[src/rtl/csr_ctrl_if.sv]
// csr_ctrl_if
//   Groups the pipeline-facing signals of the CSR/trap controller.
//   Request side: req_valid/req_ready handshake plus the decoded SYSTEM
//   instruction fields.
//   Response side: resp_valid/resp_ready handshake with the rd writeback
//   fields, and the one-cycle PC redirect pulse.
//   Modports:
//     master - pipeline (drives requests, consumes responses/redirects)
//     slave  - csr_ctrl (accepts requests, produces responses/redirects)
interface csr_ctrl_if #(
  parameter int PC_WIDTH       = 32,
  parameter int CSR_WIDTH      = 32,
  parameter int CSR_ADDR_WIDTH = 12
);
  logic                      req_valid;
  logic                      req_ready;
  logic [1:0]                req_kind;
  logic [2:0]                req_funct3;
  logic [CSR_ADDR_WIDTH-1:0] req_csr_addr;
  logic [4:0]                req_rs1_idx;
  logic [CSR_WIDTH-1:0]      req_rs1_val;
  logic [4:0]                req_rd;
  logic [PC_WIDTH-1:0]       req_pc;

  logic                      resp_valid;
  logic                      resp_ready;
  logic                      rd_we;
  logic [4:0]                rd_idx;
  logic [CSR_WIDTH-1:0]      rd_data;

  logic                      redirect_valid;
  logic [PC_WIDTH-1:0]       redirect_pc;

  modport master (
    output req_valid, req_kind, req_funct3, req_csr_addr, req_rs1_idx,
           req_rs1_val, req_rd, req_pc, resp_ready,
    input  req_ready, resp_valid, rd_we, rd_idx, rd_data,
           redirect_valid, redirect_pc
  );

  modport slave (
    input  req_valid, req_kind, req_funct3, req_csr_addr, req_rs1_idx,
           req_rs1_val, req_rd, req_pc, resp_ready,
    output req_ready, resp_valid, rd_we, rd_idx, rd_data,
           redirect_valid, redirect_pc
  );
endinterface

[src/rtl/csr_ctrl.sv]
// csr_ctrl
//   Initiator side of the CSR/trap interface. Accepts one SYSTEM-class
//   request at a time, performs the CSR read-modify-write or raises a trap /
//   mret toward the CSR file, then returns the rd writeback and any PC
//   redirect to the pipeline.
//   Ports:
//     clk, rst        - clock, synchronous active-high reset
//     pipe            - csr_ctrl_if.slave: request, response, redirect
//     csr_we          - CSR write strobe (single cycle)
//     csr_write_addr  - CSR write address
//     csr_write_data  - CSR write data
//     csr_read_addr   - CSR read address
//     csr_read_data   - combinational read data from the CSR file
//     trap            - 00 none, 01 ecall, 10 illegal, 11 mret (single cycle)
//     pc              - PC of the trapping instruction, sent with trap
module csr_ctrl #(
  parameter int PC_WIDTH       = 32,
  parameter int CSR_WIDTH      = 32,
  parameter int CSR_ADDR_WIDTH = 12
) (
  input  logic                      clk,
  input  logic                      rst,
  csr_ctrl_if.slave                 pipe,
  output logic                      csr_we,
  output logic [CSR_ADDR_WIDTH-1:0] csr_write_addr,
  output logic [CSR_WIDTH-1:0]      csr_write_data,
  output logic [CSR_ADDR_WIDTH-1:0] csr_read_addr,
  input  logic [CSR_WIDTH-1:0]      csr_read_data,
  output logic [1:0]                trap,
  output logic [PC_WIDTH-1:0]       pc
);

  localparam logic [CSR_ADDR_WIDTH-1:0] ADDR_MSTATUS = CSR_ADDR_WIDTH'(12'h300);
  localparam logic [CSR_ADDR_WIDTH-1:0] ADDR_MTVEC   = CSR_ADDR_WIDTH'(12'h305);
  localparam logic [CSR_ADDR_WIDTH-1:0] ADDR_MEPC    = CSR_ADDR_WIDTH'(12'h341);
  localparam logic [CSR_ADDR_WIDTH-1:0] ADDR_MCAUSE  = CSR_ADDR_WIDTH'(12'h342);

  typedef enum logic [2:0] {
    IDLE,
    READ,
    WRITE,
    TRAP,
    VEC,
    MRET,
    EPC,
    DONE
  } state_t;

  state_t                    state_q, state_d;
  logic [2:0]                funct3_q, funct3_d;
  logic [CSR_ADDR_WIDTH-1:0] addr_q, addr_d;
  logic [4:0]                rs1_idx_q, rs1_idx_d;
  logic [CSR_WIDTH-1:0]      rs1_val_q, rs1_val_d;
  logic [4:0]                rd_q, rd_d;
  logic [PC_WIDTH-1:0]       pc_q, pc_d;
  logic [1:0]                code_q, code_d;
  logic [CSR_WIDTH-1:0]      old_q, old_d;
  logic [CSR_WIDTH-1:0]      new_q, new_d;
  logic                      ok_q, ok_d;

  logic [CSR_WIDTH-1:0]      operand;
  logic [CSR_WIDTH-1:0]      new_val;
  logic                      addr_legal;
  logic                      op_legal;
  logic                      need_write;

  // Decode of the latched CSR op, used while in READ. The immediate forms
  // (funct3[2] set) use rs1_idx as a zero-extended 5-bit immediate. Set and
  // clear forms with a zero source skip the write entirely so that reading
  // a CSR never has side effects.
  always_comb begin
    operand = funct3_q[2] ? {{(CSR_WIDTH-5){1'b0}}, rs1_idx_q} : rs1_val_q;
    case (funct3_q[1:0])
      2'b10:   new_val = csr_read_data | operand;
      2'b11:   new_val = csr_read_data & ~operand;
      default: new_val = operand;
    endcase
    addr_legal = (addr_q == ADDR_MSTATUS) || (addr_q == ADDR_MTVEC) ||
                 (addr_q == ADDR_MEPC)    || (addr_q == ADDR_MCAUSE);
    op_legal   = addr_legal && (funct3_q[1:0] != 2'b00);
    need_write = (funct3_q[1:0] == 2'b01) || (rs1_idx_q != 5'd0);
  end

  // Next-state and output logic. Everything is Moore-style off state_q,
  // and the whole output set is forced to zero while rst is high so an
  // in-flight request cannot emit a write, trap or redirect while being
  // aborted.
  always_comb begin
    state_d   = state_q;
    funct3_d  = funct3_q;
    addr_d    = addr_q;
    rs1_idx_d = rs1_idx_q;
    rs1_val_d = rs1_val_q;
    rd_d      = rd_q;
    pc_d      = pc_q;
    code_d    = code_q;
    old_d     = old_q;
    new_d     = new_q;
    ok_d      = ok_q;

    pipe.req_ready      = 1'b0;
    pipe.resp_valid     = 1'b0;
    pipe.rd_we          = 1'b0;
    pipe.rd_idx         = 5'd0;
    pipe.rd_data        = '0;
    pipe.redirect_valid = 1'b0;
    pipe.redirect_pc    = '0;
    csr_we              = 1'b0;
    csr_write_addr      = '0;
    csr_write_data      = '0;
    csr_read_addr       = '0;
    trap                = 2'b00;
    pc                  = '0;

    case (state_q)
      IDLE: begin
        pipe.req_ready = 1'b1;
        if (pipe.req_valid) begin
          funct3_d  = pipe.req_funct3;
          addr_d    = pipe.req_csr_addr;
          rs1_idx_d = pipe.req_rs1_idx;
          rs1_val_d = pipe.req_rs1_val;
          rd_d      = pipe.req_rd;
          pc_d      = pipe.req_pc;
          old_d     = '0;
          new_d     = '0;
          ok_d      = 1'b0;
          code_d    = 2'b00;
          case (pipe.req_kind)
            2'b00: state_d = READ;
            2'b11: state_d = MRET;
            default: begin
              code_d  = pipe.req_kind;
              state_d = TRAP;
            end
          endcase
        end
      end
      READ: begin
        csr_read_addr = addr_q;
        old_d         = csr_read_data;
        if (!op_legal) begin
          code_d  = 2'b10;
          state_d = TRAP;
        end else begin
          ok_d    = 1'b1;
          new_d   = new_val;
          state_d = need_write ? WRITE : DONE;
        end
      end
      WRITE: begin
        csr_we         = 1'b1;
        csr_write_addr = addr_q;
        csr_write_data = new_q;
        state_d        = DONE;
      end
      TRAP: begin
        trap    = code_q;
        pc      = pc_q;
        state_d = VEC;
      end
      VEC: begin
        // mtvec low bits are mode bits, so the vector is word-aligned here.
        csr_read_addr       = ADDR_MTVEC;
        pipe.redirect_valid = 1'b1;
        pipe.redirect_pc    = {csr_read_data[PC_WIDTH-1:2], 2'b00};
        state_d             = DONE;
      end
      MRET: begin
        trap    = 2'b11;
        pc      = pc_q;
        state_d = EPC;
      end
      EPC: begin
        csr_read_addr       = ADDR_MEPC;
        pipe.redirect_valid = 1'b1;
        pipe.redirect_pc    = csr_read_data[PC_WIDTH-1:0];
        state_d             = DONE;
      end
      DONE: begin
        pipe.resp_valid = 1'b1;
        pipe.rd_idx     = rd_q;
        pipe.rd_data    = old_q;
        pipe.rd_we      = ok_q && (rd_q != 5'd0);
        if (pipe.resp_ready) begin
          state_d = IDLE;
        end
      end
      default: state_d = IDLE;
    endcase

    if (rst) begin
      pipe.req_ready      = 1'b0;
      pipe.resp_valid     = 1'b0;
      pipe.rd_we          = 1'b0;
      pipe.rd_idx         = 5'd0;
      pipe.rd_data        = '0;
      pipe.redirect_valid = 1'b0;
      pipe.redirect_pc    = '0;
      csr_we              = 1'b0;
      csr_write_addr      = '0;
      csr_write_data      = '0;
      csr_read_addr       = '0;
      trap                = 2'b00;
      pc                  = '0;
    end
  end

  // State and latched request fields, cleared by synchronous reset.
  always_ff @(posedge clk) begin
    if (rst) begin
      state_q   <= IDLE;
      funct3_q  <= 3'd0;
      addr_q    <= '0;
      rs1_idx_q <= 5'd0;
      rs1_val_q <= '0;
      rd_q      <= 5'd0;
      pc_q      <= '0;
      code_q    <= 2'b00;
      old_q     <= '0;
      new_q     <= '0;
      ok_q      <= 1'b0;
    end else begin
      state_q   <= state_d;
      funct3_q  <= funct3_d;
      addr_q    <= addr_d;
      rs1_idx_q <= rs1_idx_d;
      rs1_val_q <= rs1_val_d;
      rd_q      <= rd_d;
      pc_q      <= pc_d;
      code_q    <= code_d;
      old_q     <= old_d;
      new_q     <= new_d;
      ok_q      <= ok_d;
    end
  end

endmodule

[src/flat_wrapper.sv]
// flat-port wrapper written by rule: the top's interface ports become plain ports
module csr_ctrl_flat 
#(
  parameter int PC_WIDTH       = 32,
  parameter int CSR_WIDTH      = 32,
  parameter int CSR_ADDR_WIDTH = 12
)
  (clk, rst, csr_we, csr_write_addr, csr_write_data, csr_read_addr, csr_read_data, trap, pc, pipe_req_valid, pipe_req_kind, pipe_req_funct3, pipe_req_csr_addr, pipe_req_rs1_idx, pipe_req_rs1_val, pipe_req_rd, pipe_req_pc, pipe_resp_ready, pipe_req_ready, pipe_resp_valid, pipe_rd_we, pipe_rd_idx, pipe_rd_data, pipe_redirect_valid, pipe_redirect_pc);
  csr_ctrl_if #(.PC_WIDTH(PC_WIDTH), .CSR_WIDTH(CSR_WIDTH), .CSR_ADDR_WIDTH(CSR_ADDR_WIDTH)) pipe_i ();
  input  logic clk;
  input  logic rst;
  output logic csr_we;
  output logic [CSR_ADDR_WIDTH-1:0] csr_write_addr;
  output logic [CSR_WIDTH-1:0] csr_write_data;
  output logic [CSR_ADDR_WIDTH-1:0] csr_read_addr;
  input  logic [CSR_WIDTH-1:0] csr_read_data;
  output logic [1:0] trap;
  output logic [PC_WIDTH-1:0] pc;
  input wire logic [$bits(pipe_i.req_valid)-1:0] pipe_req_valid;
  input wire logic [$bits(pipe_i.req_kind)-1:0] pipe_req_kind;
  input wire logic [$bits(pipe_i.req_funct3)-1:0] pipe_req_funct3;
  input wire logic [$bits(pipe_i.req_csr_addr)-1:0] pipe_req_csr_addr;
  input wire logic [$bits(pipe_i.req_rs1_idx)-1:0] pipe_req_rs1_idx;
  input wire logic [$bits(pipe_i.req_rs1_val)-1:0] pipe_req_rs1_val;
  input wire logic [$bits(pipe_i.req_rd)-1:0] pipe_req_rd;
  input wire logic [$bits(pipe_i.req_pc)-1:0] pipe_req_pc;
  input wire logic [$bits(pipe_i.resp_ready)-1:0] pipe_resp_ready;
  output wire logic [$bits(pipe_i.req_ready)-1:0] pipe_req_ready;
  output wire logic [$bits(pipe_i.resp_valid)-1:0] pipe_resp_valid;
  output wire logic [$bits(pipe_i.rd_we)-1:0] pipe_rd_we;
  output wire logic [$bits(pipe_i.rd_idx)-1:0] pipe_rd_idx;
  output wire logic [$bits(pipe_i.rd_data)-1:0] pipe_rd_data;
  output wire logic [$bits(pipe_i.redirect_valid)-1:0] pipe_redirect_valid;
  output wire logic [$bits(pipe_i.redirect_pc)-1:0] pipe_redirect_pc;
  assign pipe_i.req_valid = pipe_req_valid;
  assign pipe_i.req_kind = pipe_req_kind;
  assign pipe_i.req_funct3 = pipe_req_funct3;
  assign pipe_i.req_csr_addr = pipe_req_csr_addr;
  assign pipe_i.req_rs1_idx = pipe_req_rs1_idx;
  assign pipe_i.req_rs1_val = pipe_req_rs1_val;
  assign pipe_i.req_rd = pipe_req_rd;
  assign pipe_i.req_pc = pipe_req_pc;
  assign pipe_i.resp_ready = pipe_resp_ready;
  assign pipe_req_ready = pipe_i.req_ready;
  assign pipe_resp_valid = pipe_i.resp_valid;
  assign pipe_rd_we = pipe_i.rd_we;
  assign pipe_rd_idx = pipe_i.rd_idx;
  assign pipe_rd_data = pipe_i.rd_data;
  assign pipe_redirect_valid = pipe_i.redirect_valid;
  assign pipe_redirect_pc = pipe_i.redirect_pc;
  csr_ctrl #(.PC_WIDTH(PC_WIDTH), .CSR_WIDTH(CSR_WIDTH), .CSR_ADDR_WIDTH(CSR_ADDR_WIDTH)) u_core (.clk(clk), .rst(rst), .pipe(pipe_i), .csr_we(csr_we), .csr_write_addr(csr_write_addr), .csr_write_data(csr_write_data), .csr_read_addr(csr_read_addr), .csr_read_data(csr_read_data), .trap(trap), .pc(pc));
endmodule
[config.mk]
export PLATFORM = sky130hd
export DESIGN_NAME = csr_ctrl_flat
export DESIGN_NICKNAME = d
export VERILOG_FILES = /design/src/rtl/csr_ctrl_if.sv /design/src/rtl/csr_ctrl.sv /design/src/flat_wrapper.sv
export SDC_FILE = /design/constraint.sdc
export NUM_CORES = 1
export LEC_CHECK = 0
export ABC_CLOCK_PERIOD_IN_PS = 3690
export CAP_MARGIN = 20
export CORE_ASPECT_RATIO = 0.7
export CORE_MARGIN = 4
export CORE_UTILIZATION = 49
export CTS_CLUSTER_SIZE = 24
export DETAILED_ROUTE_END_ITERATION = 16
export GPL_ROUTABILITY_DRIVEN = 0
export HOLD_SLACK_MARGIN = 0.03
export PLACE_DENSITY = 0.87
export SLEW_MARGIN = 20
export SYNTH_ARGS = -nofsm -noshare
export SYNTH_HDL_FRONTEND = slang
export SYNTH_SLANG_ARGS = --single-unit
[constraint.sdc]
create_clock -name clk -period 3.69 [get_ports clk]
set_input_delay 0.369 -clock clk [delete_from_list [all_inputs] [get_ports clk]]
set_output_delay 0.369 -clock clk [all_outputs]
set_load 0.02 [all_outputs]
==> summary.md <==
| Metric | Value |
|---|---|
| Worst hold path depth | 2 |
| Share of layout cells above drive strength 1 | 9.501% |
| Overall global routing resource usage | 28.65% |
| Clk sink count | 159 |
| CTS root buffer | clkbuf_16 |
| Worst Path Max Fanout | 38 |
| Dpl cell area | 10880 um2 |
| Drt total wl | approximately 27000 um |
| Starting density of the core | 50.68% |
| Worst hold slack | 0.4535 ns |
| H-Tree Depth | 4 |
| Ys flop type | dfxtp_1 |
| Worst hold endpoint | u_core.pc_q[21] |
| Worst min path class | reg -> reg |
| Final non-filler cell total | between 1k and 1.5k |
| Register area share after synthesis | 40.03% |
| Antenna Nets Post-Route | 0 |
| Outcome | finished, final reports clean |
| Async set or reset register ratio after synthesis | 0% |
| Flop2flop setup slack | 1.14 ns |
| Num ports | 291 |
| DP HPWL | 19000 um |
| Count of cell types in the netlist | 43 |
| Worst Max-Slew Pin Slew | 1.039 ns |
| Post-cts resize count | 0 |
| Synth Cell Area | 7951 um2 |
| Area leader, netlist | dfxtp_1 |
| Ant diodes | 0 |
| Vias | between 7k and 8k |
| Initial antenna violation count | 1 |
| Die H | approximately 110 um |
| CTS Hold Buffers Added | 0 |
| P_leak | 4.535 nW |
| Total Power | 5.930 mW |
| Full die area | 18360 um2 |
| Post-synthesis register bit count | 159 |
| Yosys top cell area share | 40.03% |
| Power Dens Cells | 515.5 nW/um2 |
| Avg WL per Cell | 18.93 um |
| Final setup viols | 0 |
| Synth top cells by count | 212 x nand2_1, 159 x dfxtp_1, 116 x and2_1 |
| Syn Nets | ~1.1k |
| Slack of the critical path | 0.2699 ns |
| Vias in the first global route | 7522 |
| Fillers | 1195 |
| DP Worst Slack | ~0.75 ns |
| Slew margin rel. | a little under a third |
| Total grt overflow | 0 |
| Clock latency at the later pin of the worst-skew pair | 0.42 ns |
| Worst Reg-to-Reg Cells | 5 |
| Maximum VDD drop | about 0.42 mV |
| TNS Setup | 0 ns |
| Min Clock Period, post-route | 3.420 ns |
| Worst R2R Start | u_core.state_q[2] |
| Area of the multi-input gates | 4414 um2 |
| Hold Vio Cnt, Final | 0 |
| Cts bufs inserted | 17 |
| Fmax | 0.2924 GHz |
| Drt first pass iters | 5 |
| Final core occ | 73.32% |
| CP endpoint kind | primary output |
| Iteration-0 DRC count of the detailed router | 623 |
| Post-CTS setup buffers | 0 |
| Mean Syn Cell Area | 8.007 um2 |
| Fin crit share | 92.69% |
| CTS clk-pin slew, worst paths | 0.08 ns |
| Register Area | between 3000 and 4000 um2 |
| Max-Cap Viols | 0 |
| Core Area | 15690 um2 |
| Die Wd | 160.3 um |
| Synth Warn # | 0 |
| Synth Instances | 993 |
| Vias per inst | 5.436 |
| Synth top area cells | dfxtp_1 40%, nand2_1 10%, and2_1 9.1%, a21oi_1 6.4%, and3_1 5.7% |
| Number of flops mapped to enable cells by yosys | 0 |
| Largest net degree at the start of global routing | 100 |
| Hold Startpoint | u_core.pc_q[21] |
| Worst Path Required | 3.32 ns |
| Max Slew Vio Count | 0 |
| Critical setup path kind | reg -> out |
| Final nets | ~1.4k |
| First-pass GRT wire length | 41920 um |
| Buffers on Ports | 290 |
| Critical path arrival | 3.05 ns |
| CTS tree | done |
| Clock Path Buffers | 2 |
| DRC violations left | 0 |
| Post-Route Skew | 0.01566 ns |
| RSZ-0062 raised after global routing | false |
| Design Area, Final | 11500 um2 |
| Count leader, synth | nand2_1 |
| Cells after DPL | 1410 |
| Area growth from synthesis to layout | 44.67% |
| Worst R2R End | u_core.funct3_q[1] |
| Num rows | 38 |
| Worst Setup Start Kind | flop |
-- worst max-delay path by stage --
stage                                  from                  to  slack [ns]  cells after the start
after CTS                 u_core.state_q[1]  csr_write_data[25]        0.30                      5
after global routing      u_core.state_q[1]  csr_write_data[25]        0.13                      5
after detailed placement  u_core.state_q[1]  csr_write_data[25]        0.75                      5
after floorplan                         rst  csr_write_data[22]        1.62                      5
final                     u_core.state_q[1]  csr_write_data[23]        0.27                      5
after global placement    u_core.state_q[1]  csr_write_data[27]        0.76                      5
-- sequential cells by signal (all words and copies together) (netlist names) --
register	count
u_core.pc_q	32
u_core.code_q	2
u_core.state_q	3
u_core.addr_q	12
u_core.ok_q	1
u_core.rs1_val_q	32
u_core.new_q	32
u_core.old_q	32
u_core.rs1_idx_q	5
u_core.funct3_q	3
u_core.rd_q	5
-- where the power goes --
| part | leakage (nW) | total, mW | internal [mW] | switching, mW |
|---|---|---|---|---|
| logic | 2.94 | 1.89 | 0.772 | 1.12 |
| clock network | 0.303 | 1.83 | 0.984 | 0.843 |
| registers | 1.29 | 2.21 | 1.98 | 0.234 |
| total | 4.53 | 5.93 | 3.73 | 2.20 |
-- critical path, stage by stage (launching register included) --
cell and delay (ns):
dfxtp_1 0.66, nor2b_1 0.43, nor3b_4 0.39, buf_4 0.34
and2_1 0.20, clkdlybuf4s50_1 0.61
-- cell type report --
class / instances / share of cell area (%)
clock buffer: 17 / 3.698
timing repair buffer: 303 / 26.28
sequential: 159 / 27.68
clock inverter: 15 / 1.697
tap: 200 / 2.175
multi-input combinational: 745 / 38.37
inverter: 3 / 0.09789
-- layout by cell type (no fill, tap or decap), types with 2 or more instances in the layout --
master	synthesis	layout
a21o_1	3	3
a21oi_1	102	102
a22oi_1	34	34
and2_1	116	116
and3_1	72	72
buf_12	0	2
buf_4	0	12
clkbuf_16	0	17
clkdlybuf4s50_1	0	289
clkinv_4	0	3
clkinv_8	0	4
dfxtp_1	159	158
ha_1	3	3
inv_1	3	2
inv_6	0	2
inv_8	0	5
mux2_2	29	29
mux2_4	28	28
mux2i_1	7	7
nand2_1	212	211
nand2b_1	28	28
nand3_1	6	6
nand4_1	2	2
nor2_1	64	63
nor2b_1	7	6
nor3_1	5	5
nor3b_4	1	2
nor4_1	2	2
or2_2	5	5
or3_1	2	2
-- per-layer routing --
layer  global-route usage (%)  wire length [um]
met2                    42.17             11810
met1                    41.61             12790
met4                    7.679               457
met5                        0                10
met3                    7.557              2225
-- cell families (layout without fill, tap and decap cells) --
family / after synthesis / after routing / synth area share [%]
xor+xnor: 1 / 1 / 0.1102
compound gates: 150 / 150 / 11.19
fa+ha+maj: 3 / 3 / 0.4721
flops: 159 / 159 / 40.03
mux: 64 / 64 / 10.28
buf+inv: 89 / 338 / 4.831
simple gates: 527 / 527 / 33.09
Power figures use the tool's default switching activity.
